$ cat src/rtl/alu_writeback_pkg.sv
// Shared definitions for the 8051 ALU writeback stage: opcode codes, selector
// encodings, PSW bit positions, FSM states and the flag-write mask.
package alu_writeback_pkg;

  localparam logic [4:0] OP_ADD  = 5'h00;
  localparam logic [4:0] OP_ADDC = 5'h01;
  localparam logic [4:0] OP_SUBB = 5'h02;
  localparam logic [4:0] OP_MUL  = 5'h03;
  localparam logic [4:0] OP_DIV  = 5'h04;
  localparam logic [4:0] OP_RRC  = 5'h05;
  localparam logic [4:0] OP_RLC  = 5'h06;
  localparam logic [4:0] OP_ORL  = 5'h07;
  localparam logic [4:0] OP_ANL  = 5'h08;
  localparam logic [4:0] OP_DA   = 5'h09;
  localparam logic [4:0] OP_XRL  = 5'h0a;
  localparam logic [4:0] OP_MOV  = 5'h0b;
  localparam logic [4:0] OP_INC  = 5'h0c;
  localparam logic [4:0] OP_DEC  = 5'h0d;

  typedef enum logic [1:0] {
    DEST_ACC   = 2'd0,
    DEST_RAM   = 2'd1,
    DEST_DPTR  = 2'd2,
    DEST_FLAGS = 2'd3
  } dest_e;

  typedef enum logic [1:0] {
    SFR_ACC = 2'd0,
    SFR_B   = 2'd1,
    SFR_PSW = 2'd2
  } sfr_e;

  localparam int PSW_CY = 7;
  localparam int PSW_AC = 6;
  localparam int PSW_OV = 2;
  localparam int PSW_P  = 0;

  typedef enum logic [1:0] {
    ST_IDLE   = 2'd0,
    ST_WB_A   = 2'd1,
    ST_WB_B   = 2'd2,
    ST_WB_MEM = 2'd3
  } wb_state_e;

  // cy_or: new CY is cy_in OR'd with the current CY (decimal adjust)
  typedef struct packed {
    logic cy_we;
    logic ac_we;
    logic ov_we;
    logic cy_clr;
    logic cy_or;
  } flag_mask_t;

endpackage

$ cat src/rtl/alu_writeback_if.sv
// Upstream ALU-result handshake into the writeback stage.
interface alu_writeback_if #(
  parameter int RAM_AW = 8
) ();
  logic              in_valid;
  logic              in_ready;
  logic [4:0]        alu_opcode;
  logic [1:0]        dest_sel;
  logic [RAM_AW-1:0] dest_addr;
  logic [7:0]        res_1;
  logic [7:0]        res_2;
  logic              cy_in;
  logic              ac_in;
  logic              ov_in;

  modport master (
    output in_valid, alu_opcode, dest_sel, dest_addr, res_1, res_2,
           cy_in, ac_in, ov_in,
    input  in_ready
  );

  modport slave (
    input  in_valid, alu_opcode, dest_sel, dest_addr, res_1, res_2,
           cy_in, ac_in, ov_in,
    output in_ready
  );
endinterface

$ cat src/rtl/alu_wb_flagmask.sv
// Decodes which PSW flags a result may update from its opcode and destination.
module alu_wb_flagmask
  import alu_writeback_pkg::*;
(
  input  logic [4:0]  opcode,
  input  logic [1:0]  dest_sel,
  output flag_mask_t  mask
);

  always_comb begin
    mask = '0;
    case (opcode)
      OP_ADD, OP_ADDC, OP_SUBB: begin
        mask.cy_we = 1'b1;
        mask.ac_we = 1'b1;
        mask.ov_we = 1'b1;
      end
      OP_MUL, OP_DIV: begin
        mask.cy_we  = 1'b1;
        mask.cy_clr = 1'b1;
        mask.ov_we  = 1'b1;
      end
      OP_RRC, OP_RLC: mask.cy_we = 1'b1;
      // Logic ops only touch CY when they target the carry bit itself
      OP_ORL, OP_ANL: mask.cy_we = (dest_sel == DEST_FLAGS);
      OP_DA: begin
        mask.cy_we = 1'b1;
        mask.cy_or = 1'b1;
      end
      default: ;
    endcase
  end

endmodule

$ cat src/rtl/alu_writeback.sv
// 8051 ALU writeback stage: commits results to ACC/B/DPTR/PSW or internal RAM.
// Optional macro ALU_WB_DIV0_TRAP_EN: DIV with overflow commits only PSW and pulses div0_trap.
module alu_writeback
  import alu_writeback_pkg::*;
#(
  parameter int RESET_SP_UNUSED = 0,
  parameter int RAM_AW          = 8
) (
  input  logic              clock,
  input  logic              reset,
  alu_writeback_if.slave    up,
  input  logic              sfr_wr_en,
  input  logic [1:0]        sfr_sel,
  input  logic [7:0]        sfr_data,
  output logic              ram_wr_en,
  output logic [RAM_AW-1:0] ram_wr_addr,
  output logic [7:0]        ram_wr_data,
  input  logic              ram_wr_ack,
  output logic [7:0]        acc_out,
  output logic [7:0]        b_out,
  output logic [7:0]        psw_out,
  output logic [15:0]       dptr_out,
`ifdef ALU_WB_DIV0_TRAP_EN
  output logic              div0_trap,
`endif
  output logic              retire
);

  if (RESET_SP_UNUSED != 0) begin : g_param_check
    $error("alu_writeback: RESET_SP_UNUSED is reserved and must be 0");
  end

  wb_state_e         state_q, state_d;
  logic [4:0]        op_q;
  logic [1:0]        dest_q;
  logic [RAM_AW-1:0] addr_q;
  logic [7:0]        r1_q, r2_q;
  logic              cy_q, ac_q, ov_q;
  logic [7:0]        acc_q, acc_d, b_q, b_d, psw_q, psw_d;
  logic [15:0]       dptr_q, dptr_d;
  flag_mask_t        mask;
  logic              trap;
  logic              accept;
  logic              two_byte;

  alu_wb_flagmask u_flagmask (
    .opcode   (op_q),
    .dest_sel (dest_q),
    .mask     (mask)
  );

`ifdef ALU_WB_DIV0_TRAP_EN
  assign trap      = (state_q == ST_WB_A) && (op_q == OP_DIV) && ov_q;
  assign div0_trap = trap;
`else
  assign trap = 1'b0;
`endif

  assign up.in_ready = (state_q == ST_IDLE);
  assign accept      = up.in_valid & up.in_ready;
  assign two_byte    = (op_q == OP_MUL) || (op_q == OP_DIV);

  always_comb begin
    state_d = state_q;
    acc_d   = acc_q;
    b_d     = b_q;
    psw_d   = psw_q;
    dptr_d  = dptr_q;
    retire  = 1'b0;

    // Software writes first so any writeback to the same target overrides them
    if (sfr_wr_en) begin
      case (sfr_sel)
        SFR_ACC: acc_d = sfr_data;
        SFR_B:   b_d   = sfr_data;
        SFR_PSW: psw_d = sfr_data;
        default: ;
      endcase
    end

    case (state_q)
      ST_IDLE: begin
        if (up.in_valid) state_d = ST_WB_A;
      end
      ST_WB_A: begin
        if (!trap) begin
          case (dest_q)
            DEST_ACC:  acc_d  = r1_q;
            DEST_DPTR: dptr_d = {r2_q, r1_q};
            default: ;
          endcase
        end
        if (mask.cy_we)
          psw_d[PSW_CY] = ~mask.cy_clr & (cy_q | (mask.cy_or & psw_q[PSW_CY]));
        if (mask.ac_we) psw_d[PSW_AC] = ac_q;
        if (mask.ov_we) psw_d[PSW_OV] = ov_q;
        if (!trap && two_byte && dest_q == DEST_ACC) begin
          state_d = ST_WB_B;
        end else if (!trap && dest_q == DEST_RAM) begin
          state_d = ST_WB_MEM;
        end else begin
          retire  = 1'b1;
          state_d = ST_IDLE;
        end
      end
      ST_WB_B: begin
        b_d     = r2_q;
        retire  = 1'b1;
        state_d = ST_IDLE;
      end
      ST_WB_MEM: begin
        if (ram_wr_ack) begin
          retire  = 1'b1;
          state_d = ST_IDLE;
        end
      end
      default: state_d = ST_IDLE;
    endcase

    psw_d[PSW_P] = ^acc_d;
  end

  always_ff @(posedge clock) begin
    if (reset) begin
      state_q <= ST_IDLE;
      acc_q   <= '0;
      b_q     <= '0;
      psw_q   <= '0;
      dptr_q  <= '0;
      op_q    <= '0;
      dest_q  <= '0;
      addr_q  <= '0;
      r1_q    <= '0;
      r2_q    <= '0;
      cy_q    <= 1'b0;
      ac_q    <= 1'b0;
      ov_q    <= 1'b0;
    end else begin
      state_q <= state_d;
      acc_q   <= acc_d;
      b_q     <= b_d;
      psw_q   <= psw_d;
      dptr_q  <= dptr_d;
      if (accept) begin
        op_q   <= up.alu_opcode;
        dest_q <= up.dest_sel;
        addr_q <= up.dest_addr;
        r1_q   <= up.res_1;
        r2_q   <= up.res_2;
        cy_q   <= up.cy_in;
        ac_q   <= up.ac_in;
        ov_q   <= up.ov_in;
      end
    end
  end

  assign ram_wr_en   = (state_q == ST_WB_MEM);
  assign ram_wr_addr = addr_q;
  assign ram_wr_data = r1_q;
  assign acc_out     = acc_q;
  assign b_out       = b_q;
  assign psw_out     = psw_q;
  assign dptr_out    = dptr_q;

endmodule

$ cat src/flat_wrapper.sv
// flat-port wrapper written by rule: the top's interface ports become plain ports
module alu_writeback_flat import alu_writeback_pkg::*;
#(
  parameter int RESET_SP_UNUSED = 0,
  parameter int RAM_AW          = 8
)
  (clock, reset, sfr_wr_en, sfr_sel, sfr_data, ram_wr_en, ram_wr_addr, ram_wr_data, ram_wr_ack, acc_out, b_out, psw_out, dptr_out, retire, up_in_valid, up_alu_opcode, up_dest_sel, up_dest_addr, up_res_1, up_res_2, up_cy_in, up_ac_in, up_ov_in, up_in_ready);
  alu_writeback_if #(.RAM_AW(RAM_AW)) up_i ();
  input  logic clock;
  input  logic reset;
  input  logic sfr_wr_en;
  input  logic [1:0] sfr_sel;
  input  logic [7:0] sfr_data;
  output logic ram_wr_en;
  output logic [RAM_AW-1:0] ram_wr_addr;
  output logic [7:0] ram_wr_data;
  input  logic ram_wr_ack;
  output logic [7:0] acc_out;
  output logic [7:0] b_out;
  output logic [7:0] psw_out;
  output logic [15:0] dptr_out;
  output logic retire;
  input wire logic [$bits(up_i.in_valid)-1:0] up_in_valid;
  input wire logic [$bits(up_i.alu_opcode)-1:0] up_alu_opcode;
  input wire logic [$bits(up_i.dest_sel)-1:0] up_dest_sel;
  input wire logic [$bits(up_i.dest_addr)-1:0] up_dest_addr;
  input wire logic [$bits(up_i.res_1)-1:0] up_res_1;
  input wire logic [$bits(up_i.res_2)-1:0] up_res_2;
  input wire logic [$bits(up_i.cy_in)-1:0] up_cy_in;
  input wire logic [$bits(up_i.ac_in)-1:0] up_ac_in;
  input wire logic [$bits(up_i.ov_in)-1:0] up_ov_in;
  output wire logic [$bits(up_i.in_ready)-1:0] up_in_ready;
  assign up_i.in_valid = up_in_valid;
  assign up_i.alu_opcode = up_alu_opcode;
  assign up_i.dest_sel = up_dest_sel;
  assign up_i.dest_addr = up_dest_addr;
  assign up_i.res_1 = up_res_1;
  assign up_i.res_2 = up_res_2;
  assign up_i.cy_in = up_cy_in;
  assign up_i.ac_in = up_ac_in;
  assign up_i.ov_in = up_ov_in;
  assign up_in_ready = up_i.in_ready;
  alu_writeback #(.RESET_SP_UNUSED(RESET_SP_UNUSED), .RAM_AW(RAM_AW)) u_core (.clock(clock), .reset(reset), .up(up_i), .sfr_wr_en(sfr_wr_en), .sfr_sel(sfr_sel), .sfr_data(sfr_data), .ram_wr_en(ram_wr_en), .ram_wr_addr(ram_wr_addr), .ram_wr_data(ram_wr_data), .ram_wr_ack(ram_wr_ack), .acc_out(acc_out), .b_out(b_out), .psw_out(psw_out), .dptr_out(dptr_out), .retire(retire));
endmodule
$ cat config.mk
export PLATFORM = sky130hd
export DESIGN_NAME = alu_writeback_flat
export DESIGN_NICKNAME = d
export VERILOG_FILES = /design/src/rtl/alu_writeback_pkg.sv /design/src/rtl/alu_writeback_if.sv /design/src/rtl/alu_wb_flagmask.sv /design/src/rtl/alu_writeback.sv /design/src/flat_wrapper.sv
export SDC_FILE = /design/constraint.sdc
export NUM_CORES = 1
export LEC_CHECK = 0
export CORE_MARGIN = 2
export CORE_UTILIZATION = 49
export DETAILED_ROUTE_END_ITERATION = 8
export PLACE_DENSITY_LB_ADDON = 0.05
export SLEW_MARGIN = 15
export SYNTH_ARGS = -nofsm -noshare
export SYNTH_HDL_FRONTEND = slang
export SYNTH_SLANG_ARGS = --single-unit
$ cat constraint.sdc
create_clock -name clock -period 4 [get_ports clock]
set_input_delay 0.8 -clock clock [delete_from_list [all_inputs] [get_ports clock]]
set_output_delay 0.8 -clock clock [all_outputs]
set_load 0.01 [all_outputs]
==> flow_metrics.env <==
export IMPL_status="finished clean"
export IMPL_wl_um=8250
export IMPL_yosysSeqAreaShare_pct=47.4
export IMPL_grt_pass1_wl_um=13300
export IMPL_seqPwrFrac_pct=46.7
export IMPL_synth_top_area_share_pct=47.4
export IMPL_endpoint_kind="primary output"
export IMPL_r2r_start="u_core.state_q[0]"
export IMPL_power_switching_uw=449
export IMPL_final_util_pct=71.0
export IMPL_die_area_um2=7210
export IMPL_postSynthAreaPerCell_um2=8.18
export IMPL_cts_sinks=76
export IMPL_power_density_nw_per_um2=399
export IMPL_num_rows=29
export IMPL_crit_required_ns=3.20
export IMPL_avgRoutedWirePerCell_um=14.5
export IMPL_n_antenna_cell=0
export IMPL_grt_max_degree=53
export IMPL_cp_slowest_cell="clkdlybuf4s50_1"
export IMPL_max_freq_ghz=0.336
export IMPL_pre_cts_slack_ns=1.17
export IMPL_hp_start="u_core.dptr_out[5]"
export IMPL_slew_headroom_pct=37.8
export IMPL_p_total_mw=1.80
export IMPL_syn_nets=441
export IMPL_fin_crit_sh_pct=74.4
export IMPL_cts_hold_buf=0
export IMPL_hold_class="reg -> reg"
export IMPL_clockPowerShare_pct=36.9
export IMPL_dr_pass1_iters=5
export IMPL_drive_gt1_share_pct=5.09
export IMPL_nFillCells=526
export IMPL_finalHoldViolCount=0
export IMPL_syn_to_final_growth_pct=40.6
export IMPL_p_leak_nw=1.70
export IMPL_path_cells="and3b_1, a21oi_1, nor3_1, o21bai_1, a21oi_1, a31oi_1, clkdlybuf4s50_1"
export IMPL_post_cts_setup_buffer_count=0
export IMPL_ys_seq_elements=76
export IMPL_crit_path_frequent_cell="a21oi_1"
export IMPL_cpPeakStageDelay_ns=0.56
export IMPL_synth_area_um2=3210
export IMPL_finalSetupTns_ns=0
export IMPL_dpl_hpwl_um=5700
export IMPL_cpLargestDelayFamily="buffers and inverters"
export IMPL_crit_type="reg -> out"
export IMPL_fin_nets=535
export IMPL_htree_levels=3
export IMPL_synthCells=392
export IMPL_startpoint="u_core.op_q[2]"
export IMPL_grt_pass1_vias=2747
export IMPL_layout_setup_ws_ns=1.03
export IMPL_yosysTopAreaCell="dfxtp_1"
export IMPL_numCtsBuffers=9
export IMPL_post_cts_resized=0
export IMPL_die_height_um=84.9
export IMPL_multi_input_area_um2=1570
export IMPL_worst_pin_slew_ns=0.934
export IMPL_grt_ovfl_total=0
export IMPL_post_drt_via_cell_ratio=5.27
export IMPL_cts_tree="done"
export IMPL_floorplan_initialDensity_pct=50.5
export IMPL_power_share_switching_pct=25.0
export IMPL_netlist_top_cells_area="dfxtp_1 (47%), nand2_1 (12%), a21oi_1 (9.2%)"
export IMPL_drtAntennaViolNets=0
export IMPL_cp_max_fo=8
export IMPL_peakVddDrop_uv=259
export IMPL_worstPathArrival_ns=2.17
export IMPL_clk_latency_ns=0.35
export IMPL_io_pin_count=108
export IMPL_yosys_warnings=0
export IMPL_cts_buffer_depth=2
export IMPL_cts_root_buf="clkbuf_8"
export IMPL_io_buffer_count=107
export IMPL_min_period_ns=2.97
export IMPL_ff_latch_area_um2=1520
export IMPL_startpoint_type="flip-flop"
export IMPL_antenna_found_initial=0
export IMPL_gp_congestion=0.794
export IMPL_ys_types=31
export IMPL_dieWidth_um=84.9
export IMPL_drt_iter0_drc=132
export IMPL_drv_cap=0
export IMPL_clk_pin_slew_worst_paths_ns=0.08
export IMPL_fin_skew_ns=0.0127
export IMPL_route_detailed_drc=0
export IMPL_core_area_um2=6350
export IMPL_grt_usage_pct=23.2
export IMPL_internal_power_mw=1.35
export IMPL_vias=2995
export IMPL_worst_path_buf_inv=1
export IMPL_comb_power_share_pct=16.5
export IMPL_finalMaxSlewViolations=0
export IMPL_rsz0062_at_grt="no"
export IMPL_setup_viol=0
## final cells by class
type                            instances  area share (%)
Multi-Input combinational cell        287            34.8
Sequential cell                        76            33.7
Timing Repair Buffer                  110            24.1
Clock buffer                           13            3.52
Tap cell                               77            2.14
Clock inverter                          3            1.53
Inverter                                2           0.166
## final timing paths
kind | endpoint | slack (ns) | cells past startpoint
worst min register to register | u_core.dptr_out[5] | 0.45 | 2
worst min-delay path | u_core.dptr_out[5] | 0.45 | 2
worst max register to register | u_core.psw_out[0] | 1.80 | 6
worst max-delay path | retire | 1.03 | 7
## power groups by stage
stage	logic, mW	clock network, mW	registers, mW
finish	0.296	0.663	0.839
floorplan	0.147	0	0.860
CTS	0.297	0.671	0.839
global route	0.326	0.706	0.845
detailed placement	0.296	0	0.857
global placement	0.292	0	0.855
## worst min-delay path, delay by kind of cell, from the launching register on
| family | cells | cell delay, ns |
|---|---|---|
| DFF | 1 | 0.31 |
| AOI/OAI and AO/OA | 1 | 0.05 |
| and+or+nand+nor | 1 | 0.05 |
## cell families (layout without fill, tap and decap cells)
| logic type | after synthesis | after routing | synth area share, % |
|---|---|---|---|
| AND/OR/NAND/NOR | 157 | 157 | 20.4 |
| AO/OA/AOI/OAI | 87 | 87 | 15.5 |
| flip-flops | 76 | 76 | 47.4 |
| buffers and inverters | 29 | 128 | 3.86 |
| multiplexers | 28 | 28 | 8.78 |
| XOR/XNOR | 15 | 15 | 4.10 |
## stage by stage
stage | hold WS (ns) | cell area [µm²] | cells
after detailed placement | 0.445 | 4280 | 552
final | 0.453 | 4510 | 568
after CTS | 0.457 | 4510 | 568
after global placement | 0.441 | 4280 | 552
after global routing | 0.473 | 4510 | 568
after floorplan | 0.436 | 3210 | 392
## synthesized netlist by cell type
library cell and number:
or3b_2 1, a21o_1 2, buf_2 3, mux2i_1 27, buf_6 1, nand3b_1 2
inv_1 2, nor3b_1 1, dfxtp_1 76, or4b_1 1, a211oi_1 16, clkbuf_1 21
and3b_1 2, nand2b_1 2, nor4bb_1 1, buf_1 1, mux2_2 1, a21oi_1 59
o21ai_0 4, and2_1 2, nor3b_2 1, xnor2_1 13, o21bai_1 1, nor3_1 2
nand2_1 106, a31oi_1 2, buf_4 1, a21oi_2 3, nand3_1 3, xor2_1 2
nor2_1 33
## state kept, by name (all words and copies together), names as in the netlist, 5 cells and up
name	cells
u_core.dptr_out	16
u_core.ram_wr_addr	8
u_core.ram_wr_data	8
u_core.psw_out	8
u_core.b_out	8
u_core.r2_q	8
u_core.acc_out	8
u_core.op_q	5
## cells in the final DEF, fill, tap and decap left out, types with 3 or more instances in the layout
master           Yosys  final
a211oi_1            16     16
a21oi_1             59     59
a21oi_2              3      3
buf_4                1      3
clkbuf_8             0     11
clkdlybuf4s50_1      0    106
dfxtp_1             76     76
mux2i_1             27     27
nand2_1            106    106
nand3_1              3      3
nor2_1              33     33
o21ai_0              4      4
xnor2_1             13     13
## metal layers
metal	wire length, µm	global-route usage, %
met3	549	5.64
met5	0	0
met4	143	8.66
met1	3780	31.3
met2	3780	36.2
No activity file was read; power rests on OpenSTA's default activity.
